===== config.mk =====
export PLATFORM = sky130hd
export DESIGN_NAME = fourteen_to_one_deserializer
export DESIGN_NICKNAME = d
export VERILOG_FILES = /design/src/rtl/fourteen_to_one_deserializer.sv
export SDC_FILE = /design/constraint.sdc
export NUM_CORES = 1
export LEC_CHECK = 0
export CAP_MARGIN = 30
export CORE_MARGIN = 10
export CORE_UTILIZATION = 49
export CTS_BUF_LIST = sky130_fd_sc_hd__clkbuf_8
export CTS_CLUSTER_SIZE = 25
export DETAILED_ROUTE_END_ITERATION = 10
export GPL_TIMING_DRIVEN = 0
export PLACE_DENSITY = 0.77
export SETUP_SLACK_MARGIN = 0.5
export SLEW_MARGIN = 20
export SYNTH_ARGS = -nofsm -noshare
export SYNTH_HDL_FRONTEND = slang
export SYNTH_SLANG_ARGS = --single-unit

===== constraint.sdc =====
create_clock -name clock -period 5.75 [get_ports clock]
set_clock_uncertainty 0.15 [all_clocks]
set_input_delay 0.8625 -clock clock [delete_from_list [all_inputs] [get_ports clock]]
set_output_delay 0.8625 -clock clock [all_outputs]
set_load 0.05 [all_outputs]

===== src/rtl/fourteen_to_one_deserializer.sv =====
// fourteen_to_one_deserializer: rebuilds MSB-first serial frames framed by active-low ss into parallel words
module fourteen_to_one_deserializer #(
    parameter int WIDTH = 14,
    parameter int COUNT_BITS = 4
) (
    input  logic             clock,
    input  logic             reset,
    input  logic             ss,
    input  logic             serial_in,
    output logic [WIDTH-1:0] data_output,
    output logic             data_ready,
    output logic             frame_error,
    output logic             busy
);
    typedef enum logic [1:0] {IDLE, RECEIVE, HOLD} state_t;
    localparam logic [COUNT_BITS-1:0] LAST = COUNT_BITS'(WIDTH - 1);
    state_t state, state_n;
    logic [WIDTH-1:0] shift, shift_n, data_n;
    logic [COUNT_BITS-1:0] count, count_n;
    logic ss_prev, ss_fall, ready_n, error_n;
    assign ss_fall = ss_prev & ~ss;
    assign busy = state == RECEIVE;
    always_ff @(posedge clock or posedge reset) begin
        if (reset) begin
            state       <= IDLE;
            shift       <= '0;
            count       <= '0;
            data_output <= '0;
            data_ready  <= 1'b0;
            frame_error <= 1'b0;
            ss_prev     <= 1'b0;
        end else begin
            state       <= state_n;
            shift       <= shift_n;
            count       <= count_n;
            data_output <= data_n;
            data_ready  <= ready_n;
            frame_error <= error_n;
            ss_prev     <= ss;
        end
    end
    // The shift register fills from the LSB; the first bit reaches the MSB on the final shift.
    always_comb begin
        state_n = state;
        shift_n = shift;
        count_n = count;
        data_n  = data_output;
        ready_n = 1'b0;
        error_n = 1'b0;
        unique case (state)
            IDLE: if (ss_fall) begin
                shift_n = WIDTH'(serial_in);
                count_n = COUNT_BITS'(1);
                state_n = RECEIVE;
            end
            RECEIVE: if (ss) begin
                shift_n = '0;
                count_n = '0;
                error_n = 1'b1;
                state_n = IDLE;
            end else if (count == LAST) begin
                data_n  = {shift[WIDTH-2:0], serial_in};
                ready_n = 1'b1;
                count_n = '0;
                state_n = HOLD;
            end else begin
                shift_n = {shift[WIDTH-2:0], serial_in};
                count_n = count + 1'b1;
            end
            HOLD: if (ss) state_n = IDLE;
            default: state_n = IDLE;
        endcase
    end
endmodule


* Word level (Yosys, flattened, before mapping)
Cells that the tools add are included.
** Operators by class
- $add $sub $neg :: 1
- Eq/ne operators :: 7
- Reductions and logical operators :: 6
- Multiplexer cells :: 18
- Bitwise operators :: 2
** Operators by type and width (number)
- 13-bit 2-to-1 mux :: 3
- 13-bit case mux with 2 select lines :: 1
- 4-bit 2-to-1 mux :: 3
- 3-bit AND reduction :: 3
- 2-bit 2-to-1 mux :: 4
- 4-bit case mux with 2 select lines :: 1
- 2-bit case mux with 3 select lines :: 1
- 1-bit 2-to-1 mux :: 5
- 4-bit by 1-bit adder with 4-bit output (second input constant) :: 1
- 4-bit == test (second input constant) :: 1
- 2-bit inequality test (second input constant) :: 2
- 3-bit by 2-bit inequality test with 1-bit output (second input constant) :: 1
- 3-bit inequality test (second input constant) :: 1
- 2-bit by 1-bit == test with 1-bit output (second input constant) :: 1
- 2-bit == test (second input constant) :: 1
- 2-bit zero test :: 1
- 2-bit AND reduction :: 1
- 2-bit nonzero test :: 1
- 1-bit bitwise AND :: 1
- 1-bit NOT :: 1
** Storage, ports and cells
- Input port bits :: 4
- Output and inout bits :: 17
- Logic and storage cells :: 41
- Bits in registers :: 36

* Depth between registers and ports, before layout
Gate-level depths: netlist of run 1.
- Depth in word-level cells :: 4
- Mapped depth :: 7
- Gate-level depth less buffers :: 5

* Least setup slack after synthesis of run 1
Ideal clock, no wire load.
- Path type :: register to output
- From :: register state[1]
- To :: output busy
- Buffers on the path :: 0
- Path slack :: 3.488 ns
- Arrival time :: 1.250 ns
- Data required time :: 4.738 ns
- Stages on the path, launching flop included :: 2
- Cells stage by stage :: dfrtp_1 > nor2b_1
** On the way
- Cells in the longest elaborated chain, start to end :: 1
** Ends and longest elaborated chain
- from (decl) :: line 17 : state_t state, state_n;
- from (signal assigned) :: line 33 : state <= state_n;
- 2-bit by 1-bit == test with 1-bit output :: line 22 : assign busy = state == RECEIVE;
- to (decl) :: line 13 : output logic busy
Every way passes these cells.

* Worst setup path after layout of run 1
Same ends and word-level chain as after synthesis.

==> flow_summary.yaml, run 1 <==
grt:
  grt_pass1_vias: 951
  grt.total_usage: 0.104
  gr-total-overflow: 0
  antenna_found_initial: 0
  grt_first_pass_wirelength_microns: 4360
  grt_start_max_net_pins: 37
cts:
  cts_resized: 0
  clk_latency_ps: 290
  cts_root_buf: "clkbuf_8"
  htreeDepth: 2
  cts_buffers: 5
  cts_max_path_buffers: 2
  cts_tree: "yes"
  hold_buffers: 0
  post_cts.repair.setup_buffers: 0
  clk_pin_slew_ps: 70
  clock_sinks: 36
floorplan:
  core_sq_um: 2810
  die_y_microns: 74.8
  initial_core_util: 0.524
  io_pins: 21
  fp.dieW_microns: 74.8
  rows: 19
  die-area_sq_um: 5590
synth:
  yosysSeqAreaShare: 0.613
  ys.flop_type: "dfrtp_1"
  synth_compound_area_frac: 0.131
  synthesis.area_sq_um: 1470
  synth_edf_count: 0
  synth.area.mux_share: 0.113
  synth_xor_area_frac: 0
  synth_top_family_by_area: "compound AO/OA/AOI/OAI gates"
  synth.distinct_cells: 32
  synth_fa_ha_area_frac: 0.0170
  postSynthAreaPerCell_sq_um: 13.7
  async_flop_share: 1.00
  synth_fp_nets: 113
  ys_seq_elements: 36
  synth_simple_gate_area_share: 0.0843
  postSynthCellCount: 107
  yosys_warnings: 0
routing:
  drtIter0Drc: 67
  avgViaCountPerCell: 5.69
  drc: 0
  totalWireLength_microns: 2680
  vias: 944
  drtPass1Iterations: 4
  wl_per_cell_microns: 16.2
  ant_nets: 0
setup_path:
  worstPathArrival_ps: 1900
  endpoint_kind: "output port"
  worstSetupStartpointType: "register"
  critPathMaxFanout: 7
  path_class: "register to output port"
  r2r_cells: 7
  worst_ep_required_time_ps: 4740
sta:
  setup_violations: 0
  fin_crit_sh: 0.507
  slew_viol_final: 0
  post-route-min-period_ps: 2920
  setup_tns_ps: 0
  fmax_ghz: 0.343
  worst_hold_slack_ps: 355
  maxSlewHeadroom: 0.512
  worstMarginPinSlew_ps: 731
  rsz0062_at_grt: "no"
  hold_viol_final: 0
place:
  place.port_buffers: 20
  dpl.hpwl_microns: 1850
  gp_congestion: 0.730
status:
  status: "finished, final reports clean"
finish:
  final_common_cell: "dfrtp_1"
  final_nets: 140
  drive_gt1_frac: 0.237
  area_delta_synth_final_pct: 22.7
  mostFrequentLayoutCells: "dfrtp_1, clkdlybuf4s50_1, mux2_2"
  diodes: 0
pwr:
  leakage_uw: 0.000852
  cellPowerDensity_nw_per_um2: 270
  irDropWorstVdd_v: 0.000201
run:
  drv_cap: 0
hold_path:
  min-delay-path-class: "register to register"
  hold_path_depth: 1
==> area by class of cell <==
| class | count | area, sq um |
|---|---|---|
| Buffer | 3 | 33.8 |
| Clock buffer | 6 | 82.6 |
| Clock inverter | 2 | 11.3 |
| Fill cell | 239 | 1000 |
| Inverter | 7 | 26.3 |
| Multi-Input combinational cell | 61 | 508 |
| Sequential cell | 36 | 901 |
| Tap cell | 31 | 38.8 |
| Timing Repair Buffer | 20 | 200 |
==> worst max-delay path, stage by stage, from the launching register on <==
cell and delay, ps:
dfrtp_1 460, nor2b_1 290, clkdlybuf4s50_1 870
==> layer usage <==
metal  wire, microns  up-vias  part of all wire  global-route usage
met3             204        5             0.076              0.0486
li1                -      436                 -                   -
met1            1140      476              0.42               0.118
met4              47        0             0.018              0.0630
met5               0        -                 0                   0
met2            1300       27              0.48               0.159
==> logic make-up after synthesis <==
family,Yosys count
flops,36
compound gates,25
simple gates,19
mux,15
buf+inv,10
fa+ha+maj,2
==> per-stage QoR <==
step	std cells	cell area, sq um	setup WS [ps]	util	total power (uW)
after floorplan	107	1470	3490	-	297
after global placement	158	1710	2940	0.609	308
after detailed placement	158	1710	2920	0.609	310
after CTS	166	1800	2800	0.642	492
after global routing	166	1800	2750	0.642	505
final	166	1800	2830	0.642	487
==> Yosys cell counts (2+ instances only) <==
cell / n / area [sq um]
a21oi_1: 2 / 10.0
a22o_1: 8 / 70.1
a22o_2: 2 / 20.0
buf_6: 3 / 33.8
dfrtp_1: 36 / 901
ha_1: 2 / 25.0
inv_1: 7 / 26.3
mux2_2: 13 / 146
mux2i_1: 2 / 20.0
nand2_1: 3 / 11.3
nand3_1: 4 / 20.0
nor2_1: 2 / 7.51
o21ai_0: 4 / 20.0
==> power by group <==
group | switching, uW | leakage, uW | total [uW] | internal [uW]
Sequential | 6.78 | 0.000493 | 267 | 260
Clock | 86.8 | 0.0000486 | 182 | 95.5
Combinational | 22.8 | 0.000310 | 38.3 | 15.5
Total | 116 | 0.000852 | 487 | 371
==> state kept, by name, indices dropped and copies added, names as in the netlist <==
register,flops
frame_error,1
ss_prev,1
data_ready,1
count,4
data_output,14
state,2
shift,13
==> path summary, 6_finish.rpt <==
path	start	end	slack [ps]
worst max register to register	count[1]	shift[3]	3680
worst min register to register	data_output[6]	data_output[6]	360
worst min-delay path	data_output[6]	data_output[6]	360
max in group asynchronous	reset	frame_error	4110
worst max-delay path	state[1]	busy	2830
min in group asynchronous	reset	count[3]	870
(Power assumes the default switching activity.)
==> inputs of run 2 (changes only) <==
Clock period 5.75 ns to 2.8 ns, I/O delays scaled along.
==> run 2 against run 1 <==
Against the previous run: final area hardly changed; global-route usage stayed put; wire length hardly changed; largest cell class unchanged; largest power group unchanged.
==> flow_summary.yaml, run 2 (synthesis results as in run 1) <==
cts:
  clk_pin_slew_ps: 70
  cts_root_buf: "clkbuf_8"
  cts_tree: "yes"
  cts_buffers: 5
  cts_max_path_buffers: 2
  htreeDepth: 2
  hold_buffers: 0
  clock_sinks: 36
  clk_latency_ps: 290
grt:
  met1_usage: 0.118
  grt_pass1_vias: 951
  met3_usage: 0.0486
  grt_first_pass_wirelength_microns: 4360
  gr-total-overflow: 0
  top_usage_layer: "met2"
  antenna_found_initial: 0
  grt.total_usage: 0.104
  grt_util_met2: 0.159
  grt_start_max_net_pins: 37
sta:
  setup_violations: 0
  fin_crit_sh: 0.777
  post-route-min-period_ps: 2170
  setup_tns_ps: 0
  maxSlewHeadroom: 0.512
  rsz0062_at_grt: "no"
  hold_viol_final: 0
  slew_viol_final: 0
  fmax_ghz: 0.460
  worstMarginPinSlew_ps: 731
setup_path:
  worstSetupStartpointType: "register"
  critPathMaxFanout: 7
  worst-path-stages: 2
  worstPathArrival_ps: 1600
  reg2reg_from: "count[1]"
  endpoint_kind: "output port"
  worst_ep_required_time_ps: 2230
  cp.buffers_inverters: 1
  cp_slowest_cell: "dlygate4sd2_1"
  r2r_cells: 7
  cp_top_family: "buffers and inverters"
  r2r-end: "shift[3]"
  worstSetupEndpoint: "busy"
  crit_path_max_incr_delay_ps: 580
  startpoint: "state[1]"
  path_class: "register to output port"
  r2r_slack_ps: 730
  crit_chain: "nor2b_1 -> dlygate4sd2_1"
routing:
  vias: 944
  totalWireLength_microns: 2680
  drtPass1Iterations: 4
  drc: 0
  drtIter0Drc: 67
  ant_nets: 0
  avgViaCountPerCell: 5.69
  wl_per_cell_microns: 16.2
finish:
  final_common_cell: "dfrtp_1"
  drive_gt1_frac: 0.237
  top_regs: "data_output x14, shift x13, count x4"
  area_delta_synth_final_pct: 22.6
  diodes: 0
  top_register: "data_output"
  largest_reg_flops: 14
  final_nets: 140
  mostFrequentLayoutCells: "dfrtp_1, clkdlybuf4s50_1, mux2_2"
  stdcell_area_sq_um: 1800
floorplan:
  initial_core_util: 0.524
  fp.dieW_microns: 74.8
  die_y_microns: 74.8
  io_pins: 21
  core_sq_um: 2810
  rows: 19
  die-area_sq_um: 5590
status:
  status: "finished, final reports clean"
place:
  dpl.hpwl_microns: 1850
  place.port_buffers: 20
  gp_congestion: 0.730
  placed_cell_area_sq_um: 1710
pwr:
  leakage_uw: 0.000854
  irDropWorstVdd_v: 0.000413
  cellPowerDensity_nw_per_um2: 555
  power_uw: 1000
hold_path:
  min-delay-path-class: "register to register"
  min_from: "data_output[6]"
run:
  drv_cap: 0
-- run 2: area by class of cell --
| type | count | area (sq um) |
|---|---|---|
| fill | 239 | 1000 |
| sequential | 36 | 901 |
| multi-input combinational | 61 | 508 |
| timing repair buffer | 20 | 199 |
| clock buffer | 6 | 82.6 |
| tap | 31 | 38.8 |
| buffer | 3 | 33.8 |
| inverter | 7 | 26.3 |
| clock inverter | 2 | 11.3 |
-- run 2: timing repair --
| action | CTS | global route |
|---|---|---|
| resized for setup | 1 | 0 |
| endpoints found under the setup margin | 1 | 0 |
| buffers inserted | 0 | 0 |
-- run 2: worst min-delay path by stage --
stage | to | slack, ps | cells past startpoint
2_1_floorplan | ss_prev | 300 | 0
3_3_place_gp | count[3] | 330 | 1
3_5_place_dp | count[3] | 340 | 1
4_1_cts | data_output[6] | 360 | 1
5_1_grt | data_output[9] | 370 | 1
6_report | data_output[6] | 360 | 1
-- run 2: metrics by stage --
stage	util	cells	worst slack [ps]	hold slack, ps
3_3_place_gp	0.609	158	432	333
5_1_grt	0.642	166	541	368
6_report	0.642	166	625	355
4_1_cts	0.642	166	595	358
2_1_floorplan	-	107	793	301
3_5_place_dp	0.609	158	412	338
-- run 2: per-layer routing --
layer | up-vias | wire (microns)
met3 | 5 | 204
met5 | - | 0
met2 | 27 | 1300
li1 | 436 | -
met1 | 476 | 1130
met4 | 0 | 47
-- run 2: power by group --
part / leakage, uW / switching [uW] / total (uW) / internal (uW)
clock network: 0.0000486 / 178 / 374 / 196
logic: 0.000313 / 46.8 / 77.8 / 31.1
registers: 0.000493 / 13.9 / 548 / 534
==> inputs of run 3 (changes only) <==
Clock period 2.8 ns to 2.25 ns, I/O delays scaled along.
==> run 3 against run 2 <==
Against the previous run: worst setup slack got worse by 330 ps; first-iteration DRC count rose by 48%; via count is 8.2% higher; global-route usage up 2.4 points; sequential share of layout area decreased by 5.4 points; critical endpoint is now shift[12]; largest cell class unchanged; largest power group unchanged.
==> flow_summary.yaml, run 3 (synthesis results as in run 1) <==
status:
  status: "finished, final reports clean"
cts:
  cts_buffers: 5
  clk_pin_slew_ps: 70
  clk_latency_ps: 290
  htreeDepth: 2
  clock_sinks: 36
  cts_root_buf: "clkbuf_8"
  cts_tree: "yes"
  hold_buffers: 0
  cts_max_path_buffers: 2
setup_path:
  r2r_cells: 7
  reg2reg_from: "count[1]"
  crit_chain: "inv_2 -> ha_4 -> and3_4 -> buf_6 -> a221o_2 -> buf_4 -> a22o_2"
  critPathMaxFanout: 4
  r2r-end: "shift[12]"
  worstSetupStartpointType: "register"
  worstPathArrival_ps: 1980
  cp_slowest_cell: "a221o_2"
  path_class: "register to register"
  endpoint_kind: "register"
  crit_path_max_incr_delay_ps: 410
  r2r_slack_ps: 300
  worst_ep_required_time_ps: 2280
sta:
  fmax_ghz: 0.512
  setup_violations: 0
  worstMarginPinSlew_ps: 733
  maxSlewHeadroom: 0.511
  setup_tns_ps: 0
  post-route-min-period_ps: 1950
  rsz0062_at_grt: "yes"
  slew_viol_final: 0
  hold_viol_final: 0
  fin_crit_sh: 0.867
  setup_slack_ps: 299
grt:
  grt_pass1_vias: 1106
  grt.total_usage: 0.128
  grt_first_pass_wirelength_microns: 5310
  antenna_found_initial: 0
  gr-total-overflow: 0
  grt_start_max_net_pins: 37
pwr:
  intPower_uw: 1050
  power_switching_uw: 323
  leakage_uw: 0.00106
  comb_power_share: 0.100
  cellPowerDensity_nw_per_um2: 678
  switching_share: 0.235
  clkPwrFrac: 0.404
  p_seq_frac: 0.496
  irDropWorstVdd_v: 0.000548
routing:
  totalWireLength_microns: 3390
  drc: 0
  drtIter0Drc: 99
  wl_per_cell_microns: 19.1
  avgViaCountPerCell: 5.74
  drtPass1Iterations: 4
  vias: 1021
  ant_nets: 0
floorplan:
  rows: 19
  io_pins: 21
  die_y_microns: 74.8
  core_sq_um: 2810
  initial_core_util: 0.524
  fp.dieW_microns: 74.8
  die-area_sq_um: 5590
place:
  place.port_buffers: 20
  dpl.hpwl_microns: 2050
  post-place-ws_ps: -76.6
  gp_congestion: 0.711
finish:
  mostFrequentLayoutCells: "dfrtp_1, dlygate4sd2_1, mux2_4"
  largest_reg_flops: 14
  final.fill_count: 186
  top_register: "data_output"
  fin_util: 0.721
  drive_gt1_frac: 0.367
  diodes: 0
  top_regs: "data_output x14, shift x13, count x4"
  final_nets: 152
  area_delta_synth_final_pct: 37.6
  final_common_cell: "dfrtp_1"
run:
  drv_cap: 0
hold_path:
  min-delay-path-class: "input port to async pin"
## run 3: changes by cell type in the layout (fill, tap and decap cells not counted), moves of 2 or more
cell and delta:
clkdlybuf4s50_1 -17, dlygate4sd2_1 +16, o21ai_2 +2, mux2_4 +12
buf_6 +3, buf_8 +2, buf_4 +7, mux2_2 -12
o21ai_0 -2
## run 3: metrics by stage
stage	total power, uW	hold slack, ps	cells	area (sq um)
4_1_cts	1370	322	176	1930
3_3_place_gp	787	333	158	1710
2_1_floorplan	761	219	107	1470
5_1_grt	1420	371	178	2020
3_5_place_dp	795	343	158	1710
6_report	1370	338	178	2020
## run 3: final cells by class
cell class | instances | area (sq um) | share of cell area
Clock buffer | 5 | 68.8 | 0.0340
Sequential cell | 36 | 902 | 0.446
Timing Repair Buffer | 32 | 289 | 0.143
Buffer | 3 | 37.5 | 0.0186
Inverter | 7 | 26.3 | 0.0130
Tap cell | 31 | 38.8 | 0.0192
Clock inverter | 3 | 38.8 | 0.0192
Multi-Input combinational cell | 61 | 621 | 0.307
## run 3: worst max-delay path by stage
stage	startpoint	endpoint	slack, ps	cells past startpoint
floorplan	count[0]	shift[2]	410	6
global placement	ss	shift[12]	-30	4
finish	count[1]	shift[12]	300	7
global route	count[1]	shift[3]	270	7
detailed placement	ss	shift[12]	-80	4
CTS	count[1]	shift[3]	280	7
## run 3: critical path: cells and delay by family, from the launching register on
| family | cells | cell delay, ps |
|---|---|---|
| AO/OA/AOI/OAI | 2 | 640 |
| flip-flops | 1 | 380 |
| buffers and inverters | 3 | 340 |
| AND/OR/NAND/NOR | 1 | 170 |
| adder cells (fa/ha/maj) | 1 | 150 |
## run 3: power groups by stage
stage | Combinational [uW] | Sequential (uW) | Clock, uW
2_1_floorplan | 68.3 | 693 | 0
3_3_place_gp | 95.7 | 692 | 0
3_5_place_dp | 102 | 693 | 0
4_1_cts | 123 | 680 | 562
5_1_grt | 148 | 682 | 587
6_report | 137 | 681 | 554
## run 3: repair_timing
| item | in CTS | in global routing |
|---|---|---|
| endpoints found under the setup margin | 45 | 30 |
| pin swaps | 5 | 7 |
| buffers inserted | 9 | 2 |
| gates resized for setup | 33 | 27 |
| cloned | 1 | 0 |
## run 3: metal layers
metal,track usage,vias up,share of wire
met2,0.203,29,0.49
met4,0.0651,0,0.018
met3,0.0631,7,0.070
met1,0.140,522,0.42
li1,-,463,-
met5,0,-,0
